<file path="config.mk">
export PLATFORM = sky130hd
export DESIGN_NAME = reset_sequencer
export DESIGN_NICKNAME = d
export VERILOG_FILES = /design/src/rtl/reset_sequencer_pkg.sv /design/src/rtl/reset_sequencer_synchronizer.sv /design/src/rtl/reset_sequencer.sv
export SDC_FILE = /design/constraint.sdc
export NUM_CORES = 1
export LEC_CHECK = 0
export ABC_CLOCK_PERIOD_IN_PS = 3300
export BUFFER_PORTS_ARGS = -buffer_cell sky130_fd_sc_hd__buf_2
export CAP_MARGIN = 25
export CORE_MARGIN = 2
export CORE_UTILIZATION = 45
export CTS_BUF_LIST = sky130_fd_sc_hd__clkbuf_8
export DETAILED_ROUTE_END_ITERATION = 7
export GPL_TIMING_DRIVEN = 0
export MAX_ROUTING_LAYER = met4
export SLEW_MARGIN = 5
export SYNTH_ARGS = -nofsm -noshare
export SYNTH_HDL_FRONTEND = slang
export SYNTH_SLANG_ARGS = --single-unit
</file>
<file path="constraint.sdc">
create_clock -name clk -period 3.3 [get_ports clk]
set_input_delay 0.33 -clock clk [delete_from_list [all_inputs] [get_ports clk]]
set_output_delay 0.33 -clock clk [all_outputs]
set_load 0.03 [all_outputs]
</file>
<file path="src/rtl/reset_sequencer_pkg.sv">
// Shared definitions for the reset sequencer: FSM encoding, reset-cause
// constants and a constant-evaluable clog2 used to size the counters.
package reset_seq_pkg;

    typedef enum logic [1:0] {
        ASSERT  = 2'd0,
        HOLD    = 2'd1,
        RELEASE = 2'd2,
        RUN     = 2'd3
    } seq_state_t;

    localparam logic CAUSE_HW = 1'b0;
    localparam logic CAUSE_SW = 1'b1;

    // Ceiling log2; clog2(1) is 0, clog2(9) is 4.
    function automatic int clog2(input int value);
        int result;
        int remaining;
        result    = 0;
        remaining = value - 1;
        while (remaining > 0) begin
            result    = result + 1;
            remaining = remaining >> 1;
        end
        return result;
    endfunction

endpackage

</file>
<file path="src/rtl/reset_sequencer_synchronizer.sv">
// Reset release synchroniser: asserts asynchronously, releases on the
// DELAY-th rising clock edge after rst falls.
module reset_synchronizer #(
    parameter int DELAY = 2
) (
    input  logic clk,
    input  logic rst,
    output logic rst_sync
);

    logic [DELAY-1:0] sync_q;

    // Shift zeros in once rst is gone; any rst pulse, however short, sets every stage.
    always_ff @(posedge clk or posedge rst) begin
        if (rst) begin
            sync_q <= '1;
        end else begin
            sync_q <= {sync_q[DELAY-2:0], 1'b0};
        end
    end

    assign rst_sync = sync_q[DELAY-1];

endmodule

</file>
<file path="src/rtl/reset_sequencer.sv">
// Multi-output reset sequencer: holds every output asserted for a minimum
// width, then releases them one by one (bit 0 first) at a fixed spacing.
// A software request issued while running restarts the sequence.
module reset_sequencer
    import reset_seq_pkg::*;
#(
    parameter int NUM_OUT     = 4,
    parameter int SYNC_STAGES = 2,
    parameter int MIN_ASSERT  = 4,
    parameter int STAGE_DELAY = 8
) (
    input  logic               clk,
    input  logic               rst_in,
    input  logic               sw_rst_req,
    output logic [NUM_OUT-1:0] rst_out,
    output logic               ready,
    output logic               sw_cause
);

    localparam int CNT_MAX = (MIN_ASSERT > STAGE_DELAY) ? MIN_ASSERT : STAGE_DELAY;
    localparam int CNT_W   = clog2(CNT_MAX + 1);
    localparam int IDX_W   = clog2(NUM_OUT) + 1;

    localparam logic [CNT_W-1:0] HOLD_LAST = CNT_W'(MIN_ASSERT - 1);
    localparam logic [CNT_W-1:0] REL_LAST  = CNT_W'(STAGE_DELAY - 1);
    localparam logic [IDX_W-1:0] IDX_LAST  = IDX_W'(NUM_OUT - 1);

    logic                rst_sync;
    seq_state_t          state_q, state_d;
    logic [CNT_W-1:0]    cnt_q, cnt_d;
    logic [IDX_W-1:0]    idx_q, idx_d;
    logic [NUM_OUT-1:0]  rst_out_d;
    logic                ready_d;
    logic                cause_d;

    reset_synchronizer #(
        .DELAY (SYNC_STAGES)
    ) u_sync (
        .clk      (clk),
        .rst      (rst_in),
        .rst_sync (rst_sync)
    );

    // State, counters and registered outputs; rst_in forces everything back to the asserted state.
    always_ff @(posedge clk or posedge rst_in) begin
        if (rst_in) begin
            state_q  <= ASSERT;
            cnt_q    <= '0;
            idx_q    <= '0;
            rst_out  <= '1;
            ready    <= 1'b0;
            sw_cause <= CAUSE_HW;
        end else begin
            state_q  <= state_d;
            cnt_q    <= cnt_d;
            idx_q    <= idx_d;
            rst_out  <= rst_out_d;
            ready    <= ready_d;
            sw_cause <= cause_d;
        end
    end

    // Sequencing: the hold count starts at one when leaving ASSERT because the
    // synchronised release happened one edge before the FSM could see it.
    always_comb begin
        state_d   = state_q;
        cnt_d     = cnt_q;
        idx_d     = idx_q;
        rst_out_d = rst_out;
        ready_d   = ready;
        cause_d   = sw_cause;
        case (state_q)
            ASSERT: begin
                if (!rst_sync) begin
                    idx_d = '0;
                    if (MIN_ASSERT == 1) begin
                        state_d = RELEASE;
                        cnt_d   = '0;
                    end else begin
                        state_d = HOLD;
                        cnt_d   = CNT_W'(1);
                    end
                end
            end
            HOLD: begin
                if (cnt_q == HOLD_LAST) begin
                    state_d = RELEASE;
                    cnt_d   = '0;
                    idx_d   = '0;
                end else begin
                    cnt_d = cnt_q + CNT_W'(1);
                end
            end
            RELEASE: begin
                if (cnt_q == REL_LAST) begin
                    cnt_d = '0;
                    for (int i = 0; i < NUM_OUT; i++) begin
                        if (idx_q == IDX_W'(i)) begin
                            rst_out_d[i] = 1'b0;
                        end
                    end
                    if (idx_q == IDX_LAST) begin
                        state_d = RUN;
                        ready_d = 1'b1;
                    end else begin
                        idx_d = idx_q + IDX_W'(1);
                    end
                end else begin
                    cnt_d = cnt_q + CNT_W'(1);
                end
            end
            RUN: begin
                if (sw_rst_req) begin
                    state_d   = HOLD;
                    cnt_d     = '0;
                    idx_d     = '0;
                    rst_out_d = '1;
                    ready_d   = 1'b0;
                    cause_d   = CAUSE_SW;
                end
            end
            default: begin
                state_d = ASSERT;
            end
        endcase
    end

endmodule

</file>
==> results.py <==
metrics = {
    "outcome": {
        "status": "completed",
    },
    "clock_tree": {
        "cts-root-buf": "clkbuf_8",
        "clk_pin_slew_ps": 70,
        "cts_sinks": 17,
        "cts.repair.resized": 0,
        "post_cts_buffers": 0,
        "numCtsBuffers": 3,
        "ctsHoldBuffers": 0,
        "cts_tree": "done",
        "clock_path_buffers": 2,
        "h-tree-depth": 1,
        "clk-insertion-delay-late_ps": 250,
    },
    "power_and_ir_drop": {
        "peakVddDrop_v": 0.000460,
        "totalPowerFinal_w": 0.000969,
        "p_leak_nw": 0.525,
        "cellPowerDensity_nw_per_um2": 857,
    },
    "logic_synthesis": {
        "yosys.area_share.simple_pct": 16.4,
        "synth_area_leaders": "dfrtp_1 (27%), dfstp_2 (16%), ha_1 (15%), mux2_2 (5.6%), o21ai_0 (3.5%)",
        "synthXorXnorAreaFrac_pct": 0,
        "yosysWarnings": 0,
        "muxShareOfSynthArea_pct": 6.57,
        "synth-adder-area-share_pct": 14.9,
        "synth_area_leader_cell": "dfrtp_1",
        "synth_top_family_by_area": "simple AND/OR/NAND/NOR gates",
        "syn_area_sq_um": 1010,
        "synth-seq-cells": 17,
        "syn_nets": 116,
        "synthCells": 101,
        "synth_top_area_share_pct": 27.3,
        "synth-compound-area-share_pct": 15.0,
        "yosysUniqueCellTypes": 31,
        "syn_area_per_cell_sq_um": 10.0,
        "yosysSeqAreaShare_pct": 42.9,
    },
    "die": {
        "initial_utilization_pct": 46.5,
        "core_area_sq_um": 2170,
        "die_area_sq_um": 2640,
        "die_h_um": 51.4,
        "die_x_um": 51.4,
        "rows": 17,
        "ios": 9,
    },
    "critical_path": {
        "crit_buf_inv": 1,
        "regToRegSetupSlack_ps": 1210,
        "rr_worst_depth": 6,
        "slowest_delay_ps": 430,
        "crit_slowest_cell": "dfrtp_1",
        "worstSetupPathType": "reg -> reg",
        "worstPathArrival_ps": 2230,
        "cp_max_fo": 5,
        "worstPathRequired_ps": 3440,
        "crit_path_start": "state_q[0]$_DFFE_PP0P_",
        "r2r_start": "state_q[0]$_DFFE_PP0P_",
        "critPathTopFamily": "simple AND/OR/NAND/NOR gates",
        "r2r_end": "state_q[1]$_DFFE_PP0P_",
        "crit_path_end_kind": "flop",
        "setup.worst_path.start_class": "flop",
        "crit_chain": "inv_1, ha_1, nor2_1, a21oi_1, nor3_1, mux2_2",
    },
    "placed_design": {
        "portBuffers": 8,
        "gp_congestion": 0.820,
        "dpl.cell_count": 137,
        "placedInstanceArea_sq_um": 1080,
        "post-dp-hpwl_um": 1400,
    },
    "routing": {
        "vias_per_cell": 5.56,
        "drc": 0,
        "wirelength_um": 1870,
        "wl_per_cell_um": 13.2,
        "first_iter_violations": 6,
        "ant_nets": 0,
        "vias": 784,
        "drt_first_pass_iters": 4,
    },
    "finish": {
        "area_growth_pct": 12.0,
        "fin_area_sq_um": 1130,
        "drive_above_1_share_pct": 24.8,
        "nNetsFinal": 129,
        "fin_cells": 141,
        "layout_commonest_cell": "ha_1",
        "antennaDiodeCount": 0,
        "final_cell_mix": "ha_1 (12), dfrtp_1 (11), buf_2 (10)",
        "utilization_pct": 52.1,
    },
    "sta": {
        "clock_skew_ps": 4.54,
        "drv_slew": 0,
        "maxSlewHeadroom_pct": 56.5,
        "period_share_pct": 63.4,
        "rsz0062_at_grt": "false",
        "hold_violations": 0,
        "worstMarginPinSlew_ps": 652,
        "fmax_mhz": 478,
        "finalSetupViolCount": 0,
        "finalSetupTns_ps": 0,
        "finalCriticalPeriod_ps": 2090,
    },
    "grt": {
        "antenna_found_initial": 0,
        "grt_overflow": 0,
        "grt_max_degree": 18,
        "track_usage_pct": 16.6,
        "grt_pass1_wl_um": 3170,
        "grt_pass1_vias": 705,
    },
    "flow_run": {
        "max_cap_violations": 0,
    },
    "worst_hold_path": {
        "hold_class": "in -> async",
    },
}
==> logic make-up (layout without fill, tap and decap cells) <==
family | Yosys count | count (layout)
DFF | 17 | 17
AOI/OAI and AO/OA | 24 | 24
other | 1 | 1
buffers and inverters | 10 | 22
and+or+nand+nor | 31 | 31
muxes | 6 | 6
adders and majority gates | 12 | 12
==> cells in the mapped netlist <==
master	n
ha_1	12
dfrtp_1	11
nand2_1	9
inv_1	8
o21ai_0	7
a21oi_1	6
dfstp_2	6
mux2_2	5
nand3_1	4
nor2_1	3
nor2b_1	3
o31ai_1	3
and2_1	2
buf_2	2
nand2b_1	2
nor3_1	2
o41ai_1	2
a211oi_1	1
a21boi_0	1
a21o_1	1
a22oi_1	1
and2_2	1
and4b_2	1
conb_1	1
mux2i_1	1
nand4_1	1
nor3b_1	1
o211ai_1	1
o21ai_2	1
or3_1	1
or4_1	1
==> cell type report <==
| type | instances | area (sq um) |
|---|---|---|
| repair buffers | 8 | 40.0 |
| multi-input cells | 74 | 537 |
| clock inverters | 1 | 5.00 |
| clock buffers | 3 | 41.3 |
| inverters | 8 | 30.0 |
| flip-flops and latches | 17 | 433 |
| well taps | 28 | 35.0 |
| plain buffers | 2 | 10.0 |
| fillers | 210 | 1040 |
==> where the power goes <==
group	internal [W]	total, W	switching, W
logic	0.000185	0.000488	0.000303
clock network	0.0000838	0.000154	0.0000706
registers	0.000288	0.000327	0.0000388
==> through the flow <==
| step | hold slack [ps] | setup slack, ps |
|---|---|---|
| floorplan | 252 | 1550 |
| global placement | 350 | 1280 |
| detailed placement | 348 | 1230 |
| CTS | 178 | 1220 |
| global route | 228 | 1100 |
| finish | 155 | 1210 |
==> state kept, by name, summed over array words and instances (netlist names) <==
register and flops:
u_sync.sync_q 2, sw_cause 1, cnt_q 4, ready 1
idx_q 3, state_q 2, rst_out 4
==> worst max path at each step <==
stage / endpoint / cells after the start / slack (ps)
2_1_floorplan: state_q[1]$_DFFE_PP0P_ / 6 / 1550
3_3_place_gp: state_q[1]$_DFFE_PP0P_ / 6 / 1280
3_5_place_dp: state_q[1]$_DFFE_PP0P_ / 6 / 1230
4_1_cts: state_q[1]$_DFFE_PP0P_ / 6 / 1220
5_1_grt: state_q[1]$_DFFE_PP0P_ / 6 / 1100
6_report: state_q[1]$_DFFE_PP0P_ / 6 / 1210
==> metal layers <==
metal	part of all wire, %	vias to the layer above	track usage [%]
met4	1.0	0	5.26
met3	2.7	2	3.51
li1	-	378	-
met2	49	14	24.1
met5	0	-	-
met1	48	390	23.3
(Power assumes the default switching activity.)
